File: src/rtl/ram16_port_arbiter_pkg.sv
// Shared widths and the read-tracking tag type for the RAM16 port arbiter.
package ram16_arb_pkg;

  localparam int RAM16_ADDR_W     = 10;
  localparam int RAM16_DATA_W     = 32;
  localparam int RAM16_RD_LATENCY = 2;
  localparam int RAM16_NUM_REQ    = 4;
  localparam int RAM16_MAX_REQ    = 8;
  // Sized for the largest supported requester count so one tag type serves all builds.
  localparam int RAM16_ID_W       = $clog2(RAM16_MAX_REQ);

  typedef struct packed {
    logic                  valid;
    logic [RAM16_ID_W-1:0] id;
  } rd_tag_t;

  function automatic rd_tag_t make_tag(input logic valid, input logic [RAM16_ID_W-1:0] id);
    rd_tag_t t;
    t.valid = valid;
    t.id    = id;
    return t;
  endfunction

endpackage

File: src/rtl/ram16_port_arbiter_if.sv
// Client request/response bus plus the shared RAM port, bundled for the arbiter.
interface ram16_arb_if #(
  parameter int NUM_REQ = 4,
  parameter int ADDR_W  = 10,
  parameter int DATA_W  = 32
);
  logic [NUM_REQ-1:0]        req;
  logic [NUM_REQ-1:0]        we;
  logic [NUM_REQ*ADDR_W-1:0] addr;
  logic [NUM_REQ*DATA_W-1:0] wdata;
  logic [NUM_REQ-1:0]        gnt;
  logic [NUM_REQ-1:0]        rvalid;
  logic [DATA_W-1:0]         rdata;
  logic [ADDR_W-1:0]         ram_address;
  logic [DATA_W-1:0]         ram_data;
  logic                      ram_wren;
  logic [DATA_W-1:0]         ram_q;

  modport master (
    output req, we, addr, wdata, ram_q,
    input  gnt, rvalid, rdata, ram_address, ram_data, ram_wren
  );

  modport slave (
    input  req, we, addr, wdata, ram_q,
    output gnt, rvalid, rdata, ram_address, ram_data, ram_wren
  );
endinterface

File: src/rtl/ram16_port_arbiter_rr_arbiter.sv
// Combinational round-robin picker: first requester after last_gnt wins.
module rr_arbiter #(
  parameter int NUM_REQ = 4,
  parameter int ID_W    = 3
) (
  input  logic [NUM_REQ-1:0] req,
  input  logic [ID_W-1:0]    last_gnt,
  output logic [NUM_REQ-1:0] gnt,
  output logic [ID_W-1:0]    win_idx
);

  logic found_s;

  // Two passes: indices above the pointer first, then wrap to 0..last_gnt.
  always_comb begin
    gnt     = '0;
    win_idx = '0;
    found_s = 1'b0;
    for (int i = 0; i < NUM_REQ; i++) begin
      if (!found_s && req[i] && (i > int'(last_gnt))) begin
        found_s = 1'b1;
        gnt[i]  = 1'b1;
        win_idx = ID_W'(i);
      end else begin
        found_s = found_s;
      end
    end
    for (int i = 0; i < NUM_REQ; i++) begin
      if (!found_s && req[i] && (i <= int'(last_gnt))) begin
        found_s = 1'b1;
        gnt[i]  = 1'b1;
        win_idx = ID_W'(i);
      end else begin
        found_s = found_s;
      end
    end
  end

endmodule

File: src/rtl/ram16_port_arbiter.sv
// Round-robin sharing of one RAM16 port; registers the winning command and
// steers read data back to its issuer after the RAM read latency.
module ram16_port_arbiter
  import ram16_arb_pkg::*;
#(
  parameter int NUM_REQ    = RAM16_NUM_REQ,
  parameter int ADDR_W     = RAM16_ADDR_W,
  parameter int DATA_W     = RAM16_DATA_W,
  parameter int RD_LATENCY = RAM16_RD_LATENCY
) (
  input logic        clock,
  input logic        reset_n,
  ram16_arb_if.slave bus
);

  logic [NUM_REQ-1:0]    gnt_s;
  logic [RAM16_ID_W-1:0] win_s;
  logic                  xfer_s;
  logic                  sel_we_s;
  logic [ADDR_W-1:0]     sel_addr_s;
  logic [DATA_W-1:0]     sel_data_s;
  rd_tag_t               tag_in_s;
  rd_tag_t               tag_out_s;
  logic [NUM_REQ-1:0]    rvalid_s;

  logic [RAM16_ID_W-1:0] last_gnt_q, last_gnt_d;
  logic [ADDR_W-1:0]     ram_address_q, ram_address_d;
  logic [DATA_W-1:0]     ram_data_q, ram_data_d;
  logic                  ram_wren_q, ram_wren_d;
  rd_tag_t               tag_q [RD_LATENCY+1];

  rr_arbiter #(
    .NUM_REQ (NUM_REQ),
    .ID_W    (RAM16_ID_W)
  ) u_rr_arbiter (
    .req      (bus.req),
    .last_gnt (last_gnt_q),
    .gnt      (gnt_s),
    .win_idx  (win_s)
  );

  // Winner command mux (one-hot select) and next-state for pointer, command and tag.
  always_comb begin
    sel_we_s   = 1'b0;
    sel_addr_s = '0;
    sel_data_s = '0;
    for (int i = 0; i < NUM_REQ; i++) begin
      if (gnt_s[i]) begin
        sel_we_s   = bus.we[i];
        sel_addr_s = bus.addr[i*ADDR_W +: ADDR_W];
        sel_data_s = bus.wdata[i*DATA_W +: DATA_W];
      end else begin
        sel_we_s   = sel_we_s;
      end
    end
    xfer_s = |(bus.req & gnt_s);
    if (xfer_s) begin
      last_gnt_d    = win_s;
      ram_address_d = sel_addr_s;
      ram_data_d    = sel_data_s;
      ram_wren_d    = sel_we_s;
    end else begin
      last_gnt_d    = last_gnt_q;
      ram_address_d = ram_address_q;
      ram_data_d    = ram_data_q;
      ram_wren_d    = 1'b0;
    end
    tag_in_s = make_tag(xfer_s && !sel_we_s, win_s);
  end

  // Pointer, RAM command register and read-tag pipeline.
  always_ff @(posedge clock or negedge reset_n) begin
    if (!reset_n) begin
      last_gnt_q    <= RAM16_ID_W'(NUM_REQ-1);
      ram_address_q <= '0;
      ram_data_q    <= '0;
      ram_wren_q    <= 1'b0;
      for (int i = 0; i <= RD_LATENCY; i++) begin
        tag_q[i] <= '0;
      end
    end else begin
      last_gnt_q    <= last_gnt_d;
      ram_address_q <= ram_address_d;
      ram_data_q    <= ram_data_d;
      ram_wren_q    <= ram_wren_d;
      tag_q[0]      <= tag_in_s;
      for (int i = 1; i <= RD_LATENCY; i++) begin
        tag_q[i] <= tag_q[i-1];
      end
    end
  end

  // Decode the tag leaving the pipe into a one-hot read-valid strobe.
  always_comb begin
    tag_out_s = tag_q[RD_LATENCY];
    rvalid_s  = '0;
    for (int i = 0; i < NUM_REQ; i++) begin
      rvalid_s[i] = tag_out_s.valid && (tag_out_s.id == RAM16_ID_W'(i));
    end
  end

  assign bus.gnt         = reset_n ? gnt_s : '0;
  assign bus.rvalid      = rvalid_s;
  assign bus.rdata       = bus.ram_q;
  assign bus.ram_address = ram_address_q;
  assign bus.ram_data    = ram_data_q;
  assign bus.ram_wren    = ram_wren_q;

endmodule

File: src/flat_wrapper.sv
// flat-port wrapper written by rule: the top's interface ports become plain ports
module ram16_port_arbiter_flat import ram16_arb_pkg::*;
#(
  parameter int NUM_REQ    = RAM16_NUM_REQ,
  parameter int ADDR_W     = RAM16_ADDR_W,
  parameter int DATA_W     = RAM16_DATA_W,
  parameter int RD_LATENCY = RAM16_RD_LATENCY
)
  (clock, reset_n, bus_req, bus_we, bus_addr, bus_wdata, bus_ram_q, bus_gnt, bus_rvalid, bus_rdata, bus_ram_address, bus_ram_data, bus_ram_wren);
  ram16_arb_if #(.NUM_REQ(NUM_REQ), .ADDR_W(ADDR_W), .DATA_W(DATA_W)) bus_i ();
  input logic clock;
  input logic reset_n;
  input wire logic [$bits(bus_i.req)-1:0] bus_req;
  input wire logic [$bits(bus_i.we)-1:0] bus_we;
  input wire logic [$bits(bus_i.addr)-1:0] bus_addr;
  input wire logic [$bits(bus_i.wdata)-1:0] bus_wdata;
  input wire logic [$bits(bus_i.ram_q)-1:0] bus_ram_q;
  output wire logic [$bits(bus_i.gnt)-1:0] bus_gnt;
  output wire logic [$bits(bus_i.rvalid)-1:0] bus_rvalid;
  output wire logic [$bits(bus_i.rdata)-1:0] bus_rdata;
  output wire logic [$bits(bus_i.ram_address)-1:0] bus_ram_address;
  output wire logic [$bits(bus_i.ram_data)-1:0] bus_ram_data;
  output wire logic [$bits(bus_i.ram_wren)-1:0] bus_ram_wren;
  assign bus_i.req = bus_req;
  assign bus_i.we = bus_we;
  assign bus_i.addr = bus_addr;
  assign bus_i.wdata = bus_wdata;
  assign bus_i.ram_q = bus_ram_q;
  assign bus_gnt = bus_i.gnt;
  assign bus_rvalid = bus_i.rvalid;
  assign bus_rdata = bus_i.rdata;
  assign bus_ram_address = bus_i.ram_address;
  assign bus_ram_data = bus_i.ram_data;
  assign bus_ram_wren = bus_i.ram_wren;
  ram16_port_arbiter #(.NUM_REQ(NUM_REQ), .ADDR_W(ADDR_W), .DATA_W(DATA_W), .RD_LATENCY(RD_LATENCY)) u_core (.clock(clock), .reset_n(reset_n), .bus(bus_i));
endmodule
File: config.mk
export PLATFORM = sky130hd
export DESIGN_NAME = ram16_port_arbiter_flat
export DESIGN_NICKNAME = d
export VERILOG_FILES = /design/src/rtl/ram16_port_arbiter_pkg.sv /design/src/rtl/ram16_port_arbiter_if.sv /design/src/rtl/ram16_port_arbiter_rr_arbiter.sv /design/src/rtl/ram16_port_arbiter.sv /design/src/flat_wrapper.sv
export SDC_FILE = /design/constraint.sdc
export NUM_CORES = 1
export LEC_CHECK = 0
export CORE_AREA = 2 2 115 117
export CTS_CLUSTER_SIZE = 24
export DETAILED_ROUTE_END_ITERATION = 8
export DIE_AREA = 0 0 117 119
export GPL_TIMING_DRIVEN = 0
export PLACE_DENSITY = 0.75
export SYNTH_ARGS = -nofsm -noshare
export SYNTH_HDL_FRONTEND = slang
export SYNTH_SLANG_ARGS = --single-unit
File: constraint.sdc
create_clock -name clock -period 2.3 [get_ports clock]
set_input_delay 0.46 -clock clock [delete_from_list [all_inputs] [get_ports clock]]
set_output_delay 0.46 -clock clock [all_outputs]
set_load 0.005 [all_outputs]
==> results of run 1 <==
-- synthesized netlist by cell type (2+ instances only) --
cell type	instances
sky130_fd_sc_hd__dfrtp_1	52
sky130_fd_sc_hd__nor2_1	47
sky130_fd_sc_hd__a22oi_1	43
sky130_fd_sc_hd__a221oi_2	36
sky130_fd_sc_hd__buf_4	36
sky130_fd_sc_hd__o31ai_2	36
sky130_fd_sc_hd__buf_2	15
sky130_fd_sc_hd__a221oi_1	7
sky130_fd_sc_hd__buf_6	6
sky130_fd_sc_hd__o31ai_1	6
sky130_fd_sc_hd__clkbuf_1	5
sky130_fd_sc_hd__and2_1	4
sky130_fd_sc_hd__buf_12	4
sky130_fd_sc_hd__inv_1	4
sky130_fd_sc_hd__nand2_1	4
sky130_fd_sc_hd__a21oi_1	3
sky130_fd_sc_hd__and3_1	3
sky130_fd_sc_hd__o21ai_0	3
sky130_fd_sc_hd__o21ai_1	3
sky130_fd_sc_hd__a21o_1	2
sky130_fd_sc_hd__dfstp_2	2
sky130_fd_sc_hd__nand2b_1	2
sky130_fd_sc_hd__nor2b_1	2
sky130_fd_sc_hd__o211ai_1	2
-- registers in the layout, indices dropped and copies added (netlist names) --
name	cells
u_core.bus.ram_wren	1
u_core.bus.ram_data	32
u_core.bus.ram_address	10
u_core.tag_q	6
u_core.tag_out_s	3
u_core.last_gnt_q	2
-- routing by layer --
layer  vias to the layer above  part of all wire [%]  GRT usage [%]
met2                       191                    53           38.8
li1                       1850                     -              -
met1                      1962                    37           24.2
met5                         -                     0              0
met3                        25                   7.7           4.38
met4                         0                   2.0           5.88
-- power by group through the flow --
stage          sequential [mW]  combinational [mW]  clock (mW)
2_1_floorplan             1.72                1.76           0
3_3_place_gp              1.70                3.43           0
3_5_place_dp              1.72                3.50           0
4_1_cts                   1.71                3.67       0.896
5_1_grt                   1.76                3.92       0.938
6_report                  1.72                3.64       0.876
-- cell type report --
type / count / area [sq um]
repair buffers: 265 / 2640
clock inverters: 3 / 40.0
clock buffers: 5 / 125
fillers: 1155 / 6010
multi-input cells: 217 / 1940
flip-flops and latches: 54 / 1350
inverters: 4 / 15.0
plain buffers: 65 / 534
well taps: 176 / 220
-- logic make-up after synthesis --
kind of cell    count (synthesis)  share of synthesized area (%)
compound gates                149                           41.6
buf+inv                        71                           14.2
flops                          54                           36.0
simple gates                   68                           8.24
-- worst paths after layout --
path	from	to	slack, ns	cells after the start
setup / recovery	u_core.last_gnt_q[1]	bus_gnt[1]	0.09	6
hold / removal	reset_n	u_core.bus.ram_data[28]	0.07	1
setup reg to reg	u_core.last_gnt_q[1]	u_core.bus.ram_data[21]	0.17	10
hold reg to reg	u_core.tag_q[7]	u_core.tag_out_s[3]	0.36	0
max in group asynchronous	reset_n	u_core.last_gnt_q[1]	1.68	2
min in group clock	u_core.tag_q[7]	u_core.tag_out_s[3]	0.36	0
-- what timing repair did --
item | in CTS | in global routing
pin swaps | 5 | 2
setup buffers | 7 | 0
resized for setup | 28 | 7
endpoints found under the hold margin | 0 | 0
endpoints found under the setup margin | 43 | 32
==> metrics.log, run 1 <==
[metrics] sort of element at the end of the critical path: primary output
[metrics] post-layout util: 53.4%
[metrics] Residual DRC: 0
[metrics] element type at the critical path start: flop
[metrics] num ports: 293
[metrics] cell type with the largest total area after synthesis: sky130_fd_sc_hd__dfrtp_1
[metrics] number of sinks on the clock net: 54
[metrics] cell count after synthesis: 342
[metrics] final worst clock skew: 0.00611 ns
[metrics] ratio of cells with drive above 1 in the final layout: 27.6%
[metrics] most numerous cell on the critical path: sky130_fd_sc_hd__buf_6
[metrics] slew of the pin with the lowest slew margin: 0.646 ns
[metrics] net switching power: 2.22 mW
[metrics] Pwr Total: 6.23 mW
[metrics] number of failing setup endpoints in the final timing report: 0
[metrics] setup repair after global routing missed its margin: false
[metrics] Layout Area Growth over Synthesis: 82.5%
[metrics] insertion delay to the later sink of the worst-skew pair: 0.30 ns
[metrics] min setup slack post-route: 0.0855 ns
[metrics] cell area after placement: 6570 sq um
[metrics] Core Rows: 42
[metrics] pin count of the biggest net entering global routing: 34
[metrics] Largest delay share family, worst path: simple AND/OR/NAND/NOR gates
[metrics] async set-or-reset flop fraction in the synthesized netlist: 100%
[metrics] relative slew slack: 56.6%
[metrics] number of cells in the design after placement: 776
[metrics] number of global-route vias before repair: 4323
[metrics] switching power share of the total: 35.5%
[metrics] Pre-Repair DR Iteration Count: 6
[metrics] sum of buffers and inverters on the critical path: 3
[metrics] Placeable Area: 12900 sq um
[metrics] post-synthesis sequential area ratio: 36.0%
[metrics] horizontal die dimension: 117 um
[metrics] fraction of synthesized cell area taken by the top area cell type: 34.6%
[metrics] final wirelength: 15200 um
[metrics] mapped cell area: 3760 sq um
[metrics] Req. time, crit path: 1.84 ns
[metrics] CP cell instances: buf_6 -> buf_6 -> or2_2 -> o311ai_2 -> and3_1 -> dlygate4sd2_1
[metrics] leading cell types in the layout, fill and taps excluded: sky130_fd_sc_hd__clkdlybuf4s50_1, sky130_fd_sc_hd__dfrtp_1, sky130_fd_sc_hd__nor2_1
[metrics] maximum root-to-sink buffer count: 2
[metrics] # hold bufs at CTS: 0
[metrics] Final Hold Slack: 0.0713 ns
[metrics] number of flip-flops and latches in the synthesized netlist: 54
[metrics] Period minus WS final: 2.21 ns
[metrics] critical path arrival: 1.75 ns
[metrics] Max rail drop VDD: 0.000360 V
[metrics] Post-Route Setup TNS: 0 ns
[metrics] internal power: 4.02 mW
[metrics] Vias per Instance: 5.11
[metrics] initial cell density of the core: 29.2%
[metrics] die footprint: 13900 sq um
[metrics] CP max FO: 9
[metrics] number of warnings printed during yosys synthesis: 0
[metrics] post-route design area: 6870 sq um
[metrics] CTS tree: yes
[metrics] maximum single-stage delay on the critical path: 0.38 ns
[metrics] net total in the final layout: 822
[metrics] number of slew-limit violations in the final report: 0
[metrics] run status: finished, final reports clean
[metrics] post-synth cell types: 39
[metrics] average wire length per cell after detail routing: 19.2 um
[metrics] TritonCTS Buffers: 5
[metrics] most common flop cell mapped by yosys: sky130_fd_sc_hd__dfrtp_1
[metrics] Routed Antenna Nets: 0
[metrics] most common cell after layout, fill and taps aside: sky130_fd_sc_hd__clkdlybuf4s50_1
[metrics] Worst Setup Slack post-DPL: -1.05 ns
[metrics] cell at the root of the clock tree: sky130_fd_sc_hd__clkbuf_16
[metrics] total overflow reported by the global router: 0
[metrics] antenna violations before repair: 0
[metrics] slowest stage cell, crit path: sky130_fd_sc_hd__dfstp_2
[metrics] Initial DRC Count: 193
[metrics] share of power burned in the clock network: 14.1%
[metrics] power density cells: 908 nW/um^2
[metrics] final critical-path share of the clock period: 96.3%
[metrics] leakage component of the power: 2.72 nW
[metrics] detailed-placement wirelength estimate: 11500 um
[metrics] class of the most critical hold timing path: in2async
[metrics] diodes inserted: 0
[metrics] clock-pin transition on the worst setup and hold timing paths: 0.07 ns
[metrics] I/O Buffers: 257
[metrics] number of enable flip-flop cells after synthesis: 0
[metrics] average cell area after synthesis: 11.0 sq um
[metrics] number of non-filler instances in the completed layout: 789
[metrics] GP Congestion: 0.811
[metrics] Comb power frac: 58.4%
[metrics] dominant cells by area after synthesis: sky130_fd_sc_hd__dfrtp_1, sky130_fd_sc_hd__a221oi_2, sky130_fd_sc_hd__o31ai_2, sky130_fd_sc_hd__a22oi_1, sky130_fd_sc_hd__buf_4
[metrics] syn nets: 552
[metrics] Die Span Y: 119 um
[metrics] via count of the routed design: 4028
[metrics] part of the total power dissipated in sequential elements: 27.5%
[metrics] reported max-cap violation count: 0
[metrics] global-route usage over all layers: 21.1%
[metrics] crit path kind: reg2out
[metrics] global-route wire length before repair: 22800 um
[metrics] number of hold-slack violations in the final timing report: 0
[metrics] H-tree depth reported by CTS: 2
[metrics] Fmax achieved: 452 MHz
(Power assumes the default switching activity.)
==> run 2: changes to the inputs <==
--- a/config.mk
+++ b/config.mk
@@ -11,6 +11,7 @@
 export DIE_AREA = 0 0 117 119
 export GPL_TIMING_DRIVEN = 0
 export PLACE_DENSITY = 0.75
+export RECOVER_POWER = 25
 export SYNTH_ARGS = -nofsm -noshare
 export SYNTH_HDL_FRONTEND = slang
 export SYNTH_SLANG_ARGS = --single-unit
==> results of run 2 <==
The final DEF is identical to that of run 1; final timing and power are the same.
